$ cat config.mk
export PLATFORM = sky130hd
export DESIGN_NAME = decode_pipe
export DESIGN_NICKNAME = d
export VERILOG_FILES = /design/src/rtl/decode_pkg.sv /design/src/rtl/decode_hazard.sv /design/src/rtl/decode_pipe.sv
export SDC_FILE = /design/constraint.sdc
export NUM_CORES = 1
export LEC_CHECK = 0
export BUFFER_PORTS_ARGS = -buffer_cell sky130_fd_sc_hd__buf_2
export CORE_AREA = 3 3 104 205
export DETAILED_ROUTE_END_ITERATION = 8
export DIE_AREA = 0 0 107 208
export GPL_TIMING_DRIVEN = 0
export PLACE_DENSITY = 0.85
export SLEW_MARGIN = 40
export SYNTH_ARGS = -nofsm -noshare
export SYNTH_HDL_FRONTEND = slang
export SYNTH_SLANG_ARGS = --single-unit
$ cat constraint.sdc
create_clock -name clk -period 7.84 [get_ports clk]
set_input_delay 0.392 -clock clk [delete_from_list [all_inputs] [get_ports clk]]
set_output_delay 0.392 -clock clk [all_outputs]
set_load 0.05 [all_outputs]
$ cat src/rtl/decode_pkg.sv
// rtl/decode_pkg.sv - FSM states, field encodings and control decode for decode_pipe
package decode_pkg;

  typedef enum logic [1:0] {
    ST_RUN    = 2'd0,
    ST_SQUASH = 2'd1,
    ST_HALTED = 2'd2
  } state_t;

  // regDst: which instruction field names the destination register
  localparam logic [1:0] DST_RD_R = 2'b00;  // instr[4:2]
  localparam logic [1:0] DST_LINK = 2'b01;  // link register
  localparam logic [1:0] DST_RS   = 2'b10;  // instr[10:8]
  localparam logic [1:0] DST_RD_I = 2'b11;  // instr[7:5]

  // whichImm: immediate source field
  localparam logic [1:0] IMM_11 = 2'b00;
  localparam logic [1:0] IMM_5  = 2'b01;
  localparam logic [1:0] IMM_8  = 2'b10;

  // branchOp: condition tested on rd1
  localparam logic [1:0] BR_EQZ = 2'b00;
  localparam logic [1:0] BR_NEZ = 2'b01;
  localparam logic [1:0] BR_LTZ = 2'b10;
  localparam logic [1:0] BR_GEZ = 2'b11;

  localparam int LINK_REG_DEF = 7;

  typedef struct packed {
    logic [1:0] reg_dst;
    logic       reg_write;
    logic [1:0] which_imm;
    logic       to_ext;
    logic       jump;
    logic       jump_reg;
    logic       branch;
    logic [1:0] branch_op;
    logic       mem_read;
    logic       halt;
    logic       err;
  } ctrl_t;

  // Control decode from the 5-bit opcode in instr[15:11]
  function automatic ctrl_t control(input logic [4:0] op);
    ctrl_t c;
    c = '0;
    casez (op)
      5'b00000: c.halt = 1'b1;
      5'b00001: c.err = 1'b0;  // nop
      5'b00100: c.jump = 1'b1;
      5'b00110: begin c.jump = 1'b1; c.reg_write = 1'b1; c.reg_dst = DST_LINK; end
      5'b00101: begin c.jump_reg = 1'b1; c.which_imm = IMM_8; end
      5'b00111: begin
        c.jump_reg = 1'b1; c.which_imm = IMM_8; c.reg_write = 1'b1; c.reg_dst = DST_LINK;
      end
      5'b0100?: begin c.reg_write = 1'b1; c.reg_dst = DST_RD_I; c.which_imm = IMM_5; c.to_ext = 1'b1; end
      5'b0101?, 5'b101??: begin c.reg_write = 1'b1; c.reg_dst = DST_RD_I; c.which_imm = IMM_5; end
      5'b011??: begin c.branch = 1'b1; c.which_imm = IMM_8; c.branch_op = op[1:0]; end
      5'b10000: begin c.which_imm = IMM_5; c.to_ext = 1'b1; end
      5'b10001: begin
        c.reg_write = 1'b1; c.reg_dst = DST_RD_I; c.which_imm = IMM_5; c.to_ext = 1'b1; c.mem_read = 1'b1;
      end
      5'b10011: begin c.reg_write = 1'b1; c.reg_dst = DST_RS; c.which_imm = IMM_5; c.to_ext = 1'b1; end
      5'b10010, 5'b11000: begin c.reg_write = 1'b1; c.reg_dst = DST_RS; c.which_imm = IMM_8; end
      5'b11001, 5'b11011, 5'b111??: begin c.reg_write = 1'b1; c.reg_dst = DST_RD_R; end
      default: c.err = 1'b1;
    endcase
    return c;
  endfunction

endpackage

$ cat src/rtl/decode_hazard.sv
// rtl/decode_hazard.sv - load-use hazard detection and decode ready generation
module decode_hazard (
  input  logic       run,
  input  logic       ex_stall,
  input  logic       ex_valid,
  input  logic       ex_memread,
  input  logic       ex_regwrite,
  input  logic [2:0] ex_writereg,
  input  logic [2:0] rs,
  input  logic [2:0] rt,
  input  logic       wb_conflict,
  output logic       id_ready
);
  logic hazard;

  // A load still in EX cannot hand its result to a reader in ID this cycle
  always_comb begin
    hazard   = ex_valid & ex_memread & ex_regwrite & ((ex_writereg == rs) | (ex_writereg == rt));
    id_ready = run & ~ex_stall & ~hazard & ~wb_conflict;
  end
endmodule

$ cat src/rtl/decode_pipe.sv
// rtl/decode_pipe.sv - decode stage with register file, branch resolve and ID/EX register (option BYPASS_EN)
module decode_pipe
  import decode_pkg::*;
#(
  parameter int DATA_W        = 16,
  parameter int LINK_REG      = LINK_REG_DEF,
  parameter int HALT_MASK_CYC = 1
) (
  input  logic              clk,
  input  logic              rst,
  input  logic              if_valid,
  input  logic [15:0]       if_instr,
  input  logic [DATA_W-1:0] if_pc,
  output logic              id_ready,
  input  logic              wb_write,
  input  logic [2:0]        wb_reg,
  input  logic [DATA_W-1:0] wb_data,
  input  logic              ex_stall,
  output logic              ex_valid,
  output logic [15:0]       ex_instr,
  output logic [DATA_W-1:0] ex_rd1,
  output logic [DATA_W-1:0] ex_rd2,
  output logic [DATA_W-1:0] ex_imm,
  output logic [DATA_W-1:0] ex_link_pc,
  output logic [2:0]        ex_writereg,
  output logic              ex_regwrite,
  output logic              ex_memread,
  output logic              redirect,
  output logic [DATA_W-1:0] redirect_pc,
  output logic              halted,
  output logic              err
);
  localparam logic [2:0] LINK = 3'(LINK_REG);
  localparam int MCW = $clog2(HALT_MASK_CYC + 1) + 1;
  localparam logic [MCW-1:0] MASK_MAX = MCW'(HALT_MASK_CYC);

  state_t            state, state_nxt;
  ctrl_t             ctl;
  logic [DATA_W-1:0] regs [8];
  logic [MCW-1:0]    mask_cnt;
  logic [2:0]        rs, rt, writereg;
  logic [DATA_W-1:0] rd1, rd2, imm, target;
  logic              wb_hit_rs, wb_hit_rt, wb_conflict, accept, cond, taken, halt_now;

  assign rs        = if_instr[10:8];
  assign rt        = if_instr[7:5];
  assign ctl       = control(if_instr[15:11]);
  assign wb_hit_rs = wb_write && (wb_reg == rs);
  assign wb_hit_rt = wb_write && (wb_reg == rt);

`ifdef BYPASS_EN
  assign rd1         = wb_hit_rs ? wb_data : regs[rs];
  assign rd2         = wb_hit_rt ? wb_data : regs[rt];
  assign wb_conflict = 1'b0;
`else
  // Without forwarding, a reader of the register being written waits one cycle
  assign rd1         = regs[rs];
  assign rd2         = regs[rt];
  assign wb_conflict = wb_hit_rs | wb_hit_rt;
`endif

  decode_hazard u_hazard (
    .run         (state == ST_RUN),
    .ex_stall    (ex_stall),
    .ex_valid    (ex_valid),
    .ex_memread  (ex_memread),
    .ex_regwrite (ex_regwrite),
    .ex_writereg (ex_writereg),
    .rs          (rs),
    .rt          (rt),
    .wb_conflict (wb_conflict),
    .id_ready    (id_ready)
  );

  assign accept   = if_valid & id_ready;
  assign halt_now = accept & ctl.halt & (mask_cnt >= MASK_MAX);
  assign target   = ctl.jump_reg ? rd1 + imm : if_pc + imm;
  assign taken    = ctl.jump | ctl.jump_reg | (ctl.branch & cond);
  assign halted   = (state == ST_HALTED);

  // Immediate extraction and extension to the datapath width
  always_comb begin
    case (ctl.which_imm)
      IMM_11:  imm = {{(DATA_W-11){if_instr[10]}}, if_instr[10:0]};
      IMM_5:   imm = {{(DATA_W-5){ctl.to_ext & if_instr[4]}}, if_instr[4:0]};
      default: imm = {{(DATA_W-8){if_instr[7]}}, if_instr[7:0]};
    endcase
  end

  // Destination register and branch condition
  always_comb begin
    case (ctl.reg_dst)
      DST_RD_I: writereg = if_instr[7:5];
      DST_RD_R: writereg = if_instr[4:2];
      DST_LINK: writereg = LINK;
      default:  writereg = if_instr[10:8];
    endcase
    case (ctl.branch_op)
      BR_EQZ:  cond = (rd1 == '0);
      BR_NEZ:  cond = (rd1 != '0);
      BR_LTZ:  cond = rd1[DATA_W-1];
      default: cond = ~rd1[DATA_W-1];
    endcase
  end

  // Sequencing: a taken transfer squashes one wrong-path slot, a live halt parks the stage
  always_comb begin
    state_nxt = state;
    case (state)
      ST_RUN: begin
        if (halt_now)            state_nxt = ST_HALTED;
        else if (accept && taken) state_nxt = ST_SQUASH;
      end
      ST_SQUASH: state_nxt = ST_RUN;
      default:   state_nxt = ST_HALTED;
    endcase
  end

  // FSM state register
  always_ff @(posedge clk or negedge rst) begin
    if (!rst) state <= ST_RUN;
    else      state <= state_nxt;
  end

  // Halt mask counter, saturating once halts become live
  always_ff @(posedge clk or negedge rst) begin
    if (!rst)                     mask_cnt <= '0;
    else if (mask_cnt != MASK_MAX) mask_cnt <= mask_cnt + 1'b1;
  end

  // Register file write port
  always_ff @(posedge clk or negedge rst) begin
    if (!rst) begin
      for (int i = 0; i < 8; i++) regs[i] <= '0;
    end else if (wb_write) begin
      regs[wb_reg] <= wb_data;
    end
  end

  // ID/EX register: load on accept, bubble otherwise, frozen while execute stalls
  always_ff @(posedge clk or negedge rst) begin
    if (!rst) begin
      ex_valid    <= 1'b0;
      ex_instr    <= '0;
      ex_rd1      <= '0;
      ex_rd2      <= '0;
      ex_imm      <= '0;
      ex_link_pc  <= '0;
      ex_writereg <= '0;
      ex_regwrite <= 1'b0;
      ex_memread  <= 1'b0;
    end else if (!ex_stall) begin
      ex_valid <= accept;
      if (accept) begin
        ex_instr    <= if_instr;
        ex_rd1      <= rd1;
        ex_rd2      <= rd2;
        ex_imm      <= imm;
        ex_link_pc  <= if_pc;
        ex_writereg <= writereg;
        ex_regwrite <= ctl.reg_write;
        ex_memread  <= ctl.mem_read;
      end
    end
  end

  // Fetch redirect pulse and target
  always_ff @(posedge clk or negedge rst) begin
    if (!rst) begin
      redirect    <= 1'b0;
      redirect_pc <= '0;
    end else begin
      redirect <= accept & taken;
      if (accept && taken) redirect_pc <= target;
    end
  end

  // Sticky illegal-instruction flag
  always_ff @(posedge clk or negedge rst) begin
    if (!rst)                 err <= 1'b0;
    else if (accept && ctl.err) err <= 1'b1;
  end

endmodule

==> flow_metrics.env, run 1 <==
export IMPL_final_cell_mix="dfrtp_1, mux2_2, buf_2, nand2_1, mux4_2"
export IMPL_cts_max_path_buffers=3
export IMPL_startpoint_type="primary input"
export IMPL_worst_slew_pin_slew_ps=897
export IMPL_status="complete, no violations"
export IMPL_crit_buf_inv=3
export IMPL_maxSlewViolCount=0
export IMPL_setup_viol=0
export IMPL_ioPinCount=162
export IMPL_nets=1169
export IMPL_syn_cell_area_sq_um=11800
export IMPL_p_sw_w=0.000925
export IMPL_seq_area_frac_synth_pct=47.9
export IMPL_synth_top_area_cell="dfrtp_1"
export IMPL_dieArea_sq_um=22300
export IMPL_worstSkewPairLatency_ps=510
export IMPL_cts_sink_count=226
export IMPL_routabilityCongestion=0.965
export IMPL_synth_edf_count=0
export IMPL_critPathMaxStageDelay_ps=730
export IMPL_whs_ps=122
export IMPL_synth_fp_nets=988
export IMPL_combPwrFrac_pct=22.8
export IMPL_yosysTopAreaCellShare_pct=47.9
export IMPL_grt_pass1_vias=9513
export IMPL_first_pass_iters=6
export IMPL_core_sq_um=20000
export IMPL_clk_pin_slew_ps=70
export IMPL_cap_violations=0
export IMPL_rsz0062_at_grt="no"
export IMPL_drc_errors=0
export IMPL_synthFlopType="dfrtp_1"
export IMPL_start_util_pct=59.0
export IMPL_grt_pass1_wl_mm=52.3
export IMPL_wl_per_cell_um=24.7
export IMPL_clkPwrFrac_pct=31.6
export IMPL_synth_cell_types=62
export IMPL_grt_usage_pct=30.9
export IMPL_crit_path_end_kind="register"
export IMPL_drive_gt1_share_pct=42.7
export IMPL_cts_tree="yes"
export IMPL_crit_type="primary input to register"
export IMPL_share_seq_of_total_power_pct=45.6
export IMPL_fin_crit_ps=4790
export IMPL_internal_power_w=0.00225
export IMPL_netlist_instances=915
export IMPL_numPortBuffers=154
export IMPL_syn_to_final_growth_pct=16.3
export IMPL_syn_mean_instance_area_sq_um=12.9
export IMPL_drtIter0Drc=650
export IMPL_required_ps=8230
export IMPL_fillers=1398
export IMPL_setup_tns_ps=0
export IMPL_ir_drop_v=0.000132
export IMPL_via_per_inst=6.48
export IMPL_ys_warn_count=0
export IMPL_grt_overflow_total=0
export IMPL_num_vias=8912
export IMPL_num_rows=73
export IMPL_cp_cell_sequence="buf_2, buf_2, buf_2, mux4_2, mux2i_1, a21oi_1, ha_1, fa_1, a211o_1, a21oi_1, nand2_1, o2111ai_1, a21oi_1, o221ai_1, nor3b_1, o31ai_1"
export IMPL_die_y_um=208
export IMPL_max_slew_margin_pct=38.5
export IMPL_arrival_ps=5170
export IMPL_cts_root_buf="clkbuf_16"
export IMPL_grt_max_degree=74
export IMPL_finClkSkew_ps=10.8
export IMPL_p_sw_share_pct=29.1
export IMPL_critPathSlowestCell="mux2i_1"
export IMPL_wirelength_mm=34.1
export IMPL_synthArstFlopShare_pct=100
export IMPL_p_per_area_nw_per_um2=232
export IMPL_fp_dieW_um=107
export IMPL_postCtsSetupRepairBufs=0
export IMPL_postRouteAntennaNets=0
export IMPL_cts_hold_buf=1
export IMPL_cpLargestDelayFamily="compound AO/OA/AOI/OAI gates"
export IMPL_antenna_found_initial=3
export IMPL_htreeDepth=1
export IMPL_finish_utilization_pct=68.6
export IMPL_hold_violations=0
export IMPL_synthTopCellsByArea="dfrtp_1, mux2_2, mux4_2"
export IMPL_cts_inserted_buffers=20
export IMPL_hpwlAfterDp_mm=24.6
export IMPL_p_leak_nw=6.43
export IMPL_instances_no_fill=1376
export IMPL_dp_cells=1335
export IMPL_dpl_cell_area_sq_um=13000
export IMPL_cts_resized_gates=0
export IMPL_final_common_cell="dfrtp_1"
export IMPL_finish_instance_area_sq_um=13700
export IMPL_worstHoldPathType="primary input to register"
export IMPL_max_freq_ghz=0.209
export IMPL_cp_max_fo=10
export IMPL_fin_crit_sh_pct=61.1
export IMPL_ys_ff_latch=226
[through the flow]
stage	power [W]	setup WS, ps
final	0.00318	3050
after global routing	0.00329	3010
after CTS	0.00317	3210
after detailed placement	0.00217	2700
after global placement	0.00212	2640
after floorplan	0.00194	4060
[cells in the mapped netlist (3+ instances only)]
cell and count:
nor4_1 3, ha_1 16, a21oi_1 30, o41ai_1 3
buf_1 7, o21ai_0 54, nor3_1 7, o211ai_1 6
xnor2_1 13, a31oi_1 3, a211o_1 3, nand2_1 76
a21o_1 6, o21a_1 3, buf_2 9, inv_1 11
a211oi_1 4, nor2b_1 7, nand2b_1 6, xor2_1 13
nor2_1 28, or3_1 3, clkbuf_1 40, nand4_1 7
nand3_1 3, nor3b_1 5, mux2i_1 31, and2_1 3
nand4b_1 3, mux2_2 176, buf_4 11, mux4_2 62
dfrtp_1 226
[cell type report]
type,count,area (sq um),share of cell area (%)
Antenna cell,4,10.0,0.0729
Buffer,69,335,2.44
Clock buffer,28,602,4.39
Clock inverter,8,65.1,0.474
Inverter,12,45.0,0.328
Multi-Input combinational cell,608,5800,42.3
Sequential cell,226,5660,41.2
Tap cell,262,328,2.39
Timing Repair Buffer,159,881,6.42
[cells by family (layout without fill, tap and decap cells)]
kind of cell,after synthesis,after routing,share of synthesized area (%)
AOI/OAI and AO/OA,136,136,7.21
DFF,226,226,47.9
muxes,270,270,31.4
adders and majority gates,17,17,1.87
other,0,4,0
xor gates and xnor gates,26,26,1.93
buffers and inverters,81,276,3.15
and+or+nand+nor,159,159,6.48
[sequential cells by signal, indices dropped and copies added, names as in the netlist, 2 cells and up]
| name | cells |
|---|---|
| ex_link_pc | 16 |
| ex_rd2 | 16 |
| regs | 128 |
| ex_instr | 16 |
| state | 2 |
| ex_imm | 6 |
| ex_writereg | 3 |
| redirect_pc | 16 |
| ex_rd1 | 16 |
| mask_cnt | 2 |
[power groups by stage]
stage               sequential (W)  combinational [W]  clock, W
floorplan                  0.00146           0.000477         0
global placement           0.00144           0.000680         0
detailed placement         0.00146           0.000708         0
CTS                        0.00144           0.000718   0.00101
global route               0.00146           0.000770   0.00106
finish                     0.00145           0.000724   0.00100
[tightest hold or removal path: cells and delay by family]
family                 cells  cell delay (ps)
AND/OR/NAND/NOR            2              110
buffers and inverters      1              100
[layer usage]
layer	part of all wire, %	vias up	wire length, um	GRT usage [%]
met5	0.038	-	13	0
met4	8.7	2	2950	24.5
met3	6.0	182	2050	5.25
met1	33	4502	11100	31.4
li1	-	3750	-	-
met2	53	476	17900	54.5
[worst paths after layout]
| kind | from | endpoint | slack [ps] | cells after the start |
|---|---|---|---|---|
| worst max-delay path | if_instr[9] | redirect_pc[12] | 3050 | 16 |
| worst min-delay path | ex_stall | ex_valid | 120 | 3 |
| worst max register to register | regs[0] | redirect_pc[12] | 3200 | 13 |
| worst min register to register | ex_rd1[0] | ex_rd1[0] | 470 | 2 |
| max in group asynchronous | rst | ex_rd2[2] | 6540 | 4 |
| min in group asynchronous | rst | redirect_pc[9] | 360 | 2 |
(Power assumes the default switching activity.)
==> run 2, diff against run 1 <==
CORE_AREA = 3 3 110 218   (was 3 3 104 205)
DIE_AREA = 0 0 113 221   (was 0 0 107 208)
PLACE_DENSITY = 0.8   (was 0.85)
clock period = 4.12 ns   (was 7.84 ns; I/O delays follow)
==> flow_metrics.env, run 2 (same netlist as run 1, synthesis figures left out) <==
export IMPL_setup_viol=0
export IMPL_top_register="regs"
export IMPL_syn_to_final_growth_pct=19.0
export IMPL_cts_root_buf="clkbuf_16"
export IMPL_p_per_area_nw_per_um2=439
export IMPL_grt_pass1_vias=9415
export IMPL_cap_violations=0
export IMPL_start_util_pct=52.1
export IMPL_fin_crit_ps=3900
export IMPL_cts_max_path_buffers=3
export IMPL_hp_start="wb_data[11]"
export IMPL_r2r_slack_ps=220
export IMPL_num_rows=78
export IMPL_fp_dieW_um=113
export IMPL_hpwlAfterDp_mm=24.6
export IMPL_wirelength_mm=33.8
export IMPL_setup_worst_path_start="regs[64]"
export IMPL_numPortBuffers=154
export IMPL_worst_slew_pin_slew_ps=868
export IMPL_critPathMaxStageDelay_ps=530
export IMPL_clk_pin_slew_ps=70
export IMPL_status="complete, no violations"
export IMPL_crit_top_cell="a21oi_1"
export IMPL_cts_inserted_buffers=20
export IMPL_worstSkewPairLatency_ps=530
export IMPL_core_sq_um=22600
export IMPL_grt_usage_pct=27.2
export IMPL_first_pass_iters=5
export IMPL_share_seq_of_total_power_pct=44.5
export IMPL_crit_path_end_kind="register"
export IMPL_p_sw_share_pct=28.7
export IMPL_min_path_cells=2
export IMPL_required_ps=4520
export IMPL_hold_violations=0
export IMPL_crit_type="register to register"
export IMPL_maxSlewViolCount=0
export IMPL_whs_ps=15.0
export IMPL_finClkSkew_ps=20.4
export IMPL_antenna_found_initial=4
export IMPL_final_common_cell="dfrtp_1"
export IMPL_grt_overflow_total=0
export IMPL_combPwrFrac_pct=22.8
export IMPL_largest_reg_flops=128
export IMPL_internal_power_w=0.00439
export IMPL_max_slew_margin_pct=42.1
export IMPL_p_leak_nw=6.54
export IMPL_critPathSlowestCell="mux4_2"
export IMPL_drive_gt1_share_pct=42.6
export IMPL_rsz0062_at_grt="no"
export IMPL_finish_instance_area_sq_um=14000
export IMPL_worstHoldPathType="primary input to register"
export IMPL_routabilityCongestion=0.939
export IMPL_startpoint_type="register"
export IMPL_reg2reg_to="redirect_pc[12]"
export IMPL_ir_drop_v=0.000361
export IMPL_max_freq_ghz=0.257
export IMPL_via_per_inst=6.23
export IMPL_reg2reg_from="regs[64]"
export IMPL_clkPwrFrac_pct=32.8
export IMPL_ioPinCount=162
export IMPL_cp_cell_sequence="mux4_2, mux2i_4, a21oi_1, ha_1, fa_1, a211o_1, a21oi_2, nand2_1, o2111ai_2, a21oi_1, o221ai_2, nor3b_1, o31ai_1"
export IMPL_grt_pass1_wl_mm=52.3
export IMPL_postCtsSetupRepairBufs=0
export IMPL_cts_tree="yes"
export IMPL_num_vias=8804
export IMPL_htreeDepth=1
export IMPL_reg2regPathDepth=13
export IMPL_cp_max_fo=4
export IMPL_p_sw_w=0.00177
export IMPL_die_y_um=221
export IMPL_postRouteAntennaNets=0
export IMPL_dpl_cell_area_sq_um=13100
export IMPL_drc_errors=0
export IMPL_dieArea_sq_um=25000
export IMPL_cts_sink_count=226
export IMPL_fin_crit_sh_pct=94.6
export IMPL_wl_per_cell_um=23.9
export IMPL_arrival_ps=4300
export IMPL_drtIter0Drc=629
export IMPL_worstSetupEndpoint="redirect_pc[12]"
export IMPL_final_cell_mix="dfrtp_1, mux2_2, buf_2, nand2_1, mux4_2"
export IMPL_grt_max_degree=76
export IMPL_nets=1192
==> run 2: cell count changes in the layout (fill, tap and decap cells not counted), sizes merged <==
cell / delta
clkinv: -5
clkbuf: +2
clkinvlp: +1
dlygate4sd3: +22
bufinv: +1
buf: +1
diode: -2
==> run 2: layout make-up <==
cell class              instances  area [sq um]
fillers                      1675          8600
multi-input cells             608          5840
flip-flops and latches        226          5660
repair buffers                182          1110
clock buffers                  30           619
well taps                     280           350
plain buffers                  69           338
clock inverters                 5          81.3
inverters                      12          45.0
diodes                          2          5.00
==> run 2: worst max-delay path, delay by kind of cell (launching register included) <==
family          cells  cell delay, ps
compound gates      7            1470
mux                 2             870
fa+ha+maj           2             680
flops               1             390
simple gates        2             360
==> run 2: worst min path at each step <==
stage	endpoint
2_1_floorplan	err
3_3_place_gp	ex_valid
3_5_place_dp	redirect_pc[12]
4_1_cts	regs[123]
5_1_grt	ex_instr[4]
6_report	regs[123]
==> run 2: power groups by stage <==
stage | clock network (W) | registers [W] | logic, W
after floorplan | 0 | 0.00278 | 0.000908
after global placement | 0 | 0.00273 | 0.00130
after detailed placement | 0 | 0.00277 | 0.00135
after CTS | 0.00203 | 0.00273 | 0.00139
after global routing | 0.00210 | 0.00277 | 0.00150
final | 0.00202 | 0.00274 | 0.00140
==> run 2: repair_timing <==
action	4_1_cts	5_1_grt
endpoints found under the hold margin	181	0
resized for setup	4	7
hold buffers	23	0
setup endpoints to repair	3	7
==> run 2: through the flow <==
stage	setup WS [ps]	setup TNS, ps	util, %	total power, W	std cells
3_5_place_dp	-728	-3870	57.7	0.00412	1354
3_3_place_gp	-930	-209180	57.1	0.00403	1349
2_1_floorplan	522	0	-	0.00369	915
6_report	222	0	62.0	0.00616	1414
4_1_cts	33.5	0	61.8	0.00615	1412
5_1_grt	59.1	0	62.0	0.00637	1413
==> run 2: per-layer routing <==
metal | wire length, um | track usage (%) | part of all wire (%) | up-vias
li1 | - | - | - | 3816
met1 | 11200 | 26.9 | 33 | 4503
met2 | 18400 | 50.2 | 54 | 353
met3 | 1680 | 4.38 | 5.0 | 128
met4 | 2550 | 18.6 | 7.5 | 4
met5 | 27 | 0 | 0.080 | -
==> run 3, diff against run 2 <==
CORE_AREA = 3 3 118 233   (was 3 3 110 218)
DIE_AREA = 0 0 121 236   (was 0 0 113 221)
PLACE_DENSITY = 0.72   (was 0.8)
==> flow_metrics.env, run 3 (same netlist as run 1, synthesis figures left out) <==
export IMPL_setup_viol=0
export IMPL_worstSkewPairLatency_ps=520
export IMPL_final_common_cell="dfrtp_1"
export IMPL_cts_tree="yes"
export IMPL_p_sw_share_pct=28.6
export IMPL_cts_root_buf="clkbuf_16"
export IMPL_core_sq_um=25900
export IMPL_post_place_ws_ps=-732
export IMPL_antenna_found_initial=5
export IMPL_cts_max_path_buffers=3
export IMPL_worstHoldPathType="primary input to register"
export IMPL_reg2reg_from="regs[0]"
export IMPL_r2r_slack_ps=270
export IMPL_grt_pass1_wl_mm=53.1
export IMPL_cp_cell_sequence="mux4_2, mux2i_4, a21oi_1, ha_1, fa_1, a211o_1, a21oi_2, nand2_1, o2111ai_2, a21oi_1, o221ai_2, nor3b_1, o31ai_1"
export IMPL_wl_per_cell_um=23.5
export IMPL_hp_start="wb_data[2]"
export IMPL_crit_buf_inv=0
export IMPL_reg2regPathDepth=13
export IMPL_required_ps=4520
export IMPL_combPwrFrac_pct=23.0
export IMPL_drtIter0Drc=509
export IMPL_fillers=2125
export IMPL_hold_violations=0
export IMPL_crit_type="register to register"
export IMPL_fin_ws_ps=268
export IMPL_drive_gt1_share_pct=42.3
export IMPL_grt_overflow_total=0
export IMPL_cts_sink_count=226
export IMPL_hold_end="regs[50]"
export IMPL_ir_drop_v=0.000234
export IMPL_htreeDepth=1
export IMPL_cts_inserted_buffers=20
export IMPL_cap_violations=0
export IMPL_ioPinCount=162
export IMPL_routabilityCongestion=0.929
export IMPL_largest_reg_flops=128
export IMPL_critPathMaxStageDelay_ps=520
export IMPL_status="complete, no violations"
export IMPL_postRouteAntennaNets=0
export IMPL_grt_usage_pct=24.4
export IMPL_internal_power_w=0.00435
export IMPL_seqCellArea_sq_um=5660
export IMPL_startpoint_type="register"
export IMPL_worst_slew_pin_slew_ps=935
export IMPL_grt_pass1_vias=9330
export IMPL_wirelength_mm=34.5
export IMPL_num_vias=8603
export IMPL_top_register="regs"
export IMPL_crit_path_end_kind="register"
export IMPL_p_sw_w=0.00175
export IMPL_arrival_ps=4250
export IMPL_share_seq_of_total_power_pct=44.8
export IMPL_critPathSlowestCell="mux4_2"
export IMPL_final_cell_mix="dfrtp_1, mux2_2, buf_2, nand2_1, mux4_2"
export IMPL_clkPwrFrac_pct=32.2
export IMPL_first_pass_iters=5
export IMPL_num_rows=83
export IMPL_crit_top_cell="a21oi_1"
export IMPL_max_slew_margin_pct=37.7
export IMPL_grt_max_degree=75
export IMPL_dieArea_sq_um=28600
export IMPL_drc_errors=0
export IMPL_fp_dieW_um=121
export IMPL_cp_max_fo=4
export IMPL_cpLargestDelayFamily="compound AO/OA/AOI/OAI gates"
export IMPL_start_util_pct=45.6
export IMPL_clk_pin_slew_ps=70
export IMPL_fin_crit_ps=3850
export IMPL_p_per_area_nw_per_um2=433
export IMPL_multiInputGateArea_sq_um=5840
export IMPL_max_freq_ghz=0.260
export IMPL_p_leak_nw=6.52
export IMPL_min_path_cells=2
export IMPL_hpwlAfterDp_mm=25.6
export IMPL_finClkSkew_ps=20.7
export IMPL_syn_to_final_growth_pct=19.3
export IMPL_rsz0062_at_grt="no"
export IMPL_numPortBuffers=154
export IMPL_reg2reg_to="redirect_pc[12]"
export IMPL_die_y_um=236
export IMPL_fin_crit_sh_pct=93.5
export IMPL_nets=1190
export IMPL_maxSlewViolCount=0
export IMPL_via_per_inst=5.84
export IMPL_p_total_w=0.00610
==> run 3: cell count changes in the layout (fill, tap and decap cells not counted), sizes merged <==
cell      change
buf           -1
bufinv        +1
clkinvlp      -1
clkbuf        -2
clkinv        +1
==> run 3: stage by stage <==
stage	area, sq um	util, %	cells	hold WS [ps]	setup TNS [ps]
after floorplan	11800	-	915	-89.6	0
after global placement	13000	50.3	1409	449	-224360
after detailed placement	13100	50.8	1413	93.3	-3930
after CTS	14100	54.3	1471	13.5	0
after global routing	14100	54.4	1471	35.6	0
final	14100	54.4	1472	30.2	0
==> run 3: worst max path at each step <==
| stage | end | slack, ps | from | depth (start not counted) |
|---|---|---|---|---|
| 6_report | redirect_pc[12] | 270 | regs[0] | 13 |
| 4_1_cts | redirect_pc[12] | 0.4 | if_instr[15] | 16 |
| 2_1_floorplan | redirect_pc[12] | 520 | if_instr[15] | 15 |
| 5_1_grt | redirect_pc[13] | 60 | regs[1] | 12 |
| 3_5_place_dp | redirect_pc[12] | -730 | if_instr[15] | 16 |
| 3_3_place_gp | ex_rd2[9] | -1010 | rst | 1 |
==> run 3: worst reg2reg max path, delay by kind of cell (launching register included) <==
family          cells  cell delay (ps)
compound gates      7             1430
fa+ha+maj           2              690
flops               1              400
mux                 2              860
simple gates        2              360
==> run 3: power groups by stage <==
stage                     sequential (W)  combinational (W)  clock [W]
after floorplan                  0.00278           0.000908          0
after global placement           0.00274            0.00132          0
after detailed placement         0.00277            0.00137          0
after CTS                        0.00273            0.00140    0.00200
after global routing             0.00277            0.00150    0.00208
final                            0.00274            0.00140    0.00196
==> run 3: timing repair <==
action                                  4_1_cts  5_1_grt
endpoints found under the hold margin       130        0
buffers inserted                              0        0
resized for setup                             4        6
hold buffers                                 23        0
endpoints found under the setup margin        3        7
==> run 3: cell type report <==
type / instances / share of cell area [%]
multi-input combinational: 608 / 41.5
sequential: 226 / 40.2
timing repair buffer: 181 / 7.82
clock buffer: 29 / 3.94
tap: 340 / 3.02
buffer: 68 / 2.38
clock inverter: 6 / 0.826
inverter: 12 / 0.320
antenna: 2 / 0.0355
==> run 3: per-layer routing <==
metal	up-vias	share of wire, %	wire length [um]	GRT usage, %
li1	3784	-	-	-
met1	4387	32	11100	23.7
met2	301	56	19300	46.2
met3	125	4.7	1630	3.81
met4	6	7.0	2430	15.7
met5	-	0.12	40	0
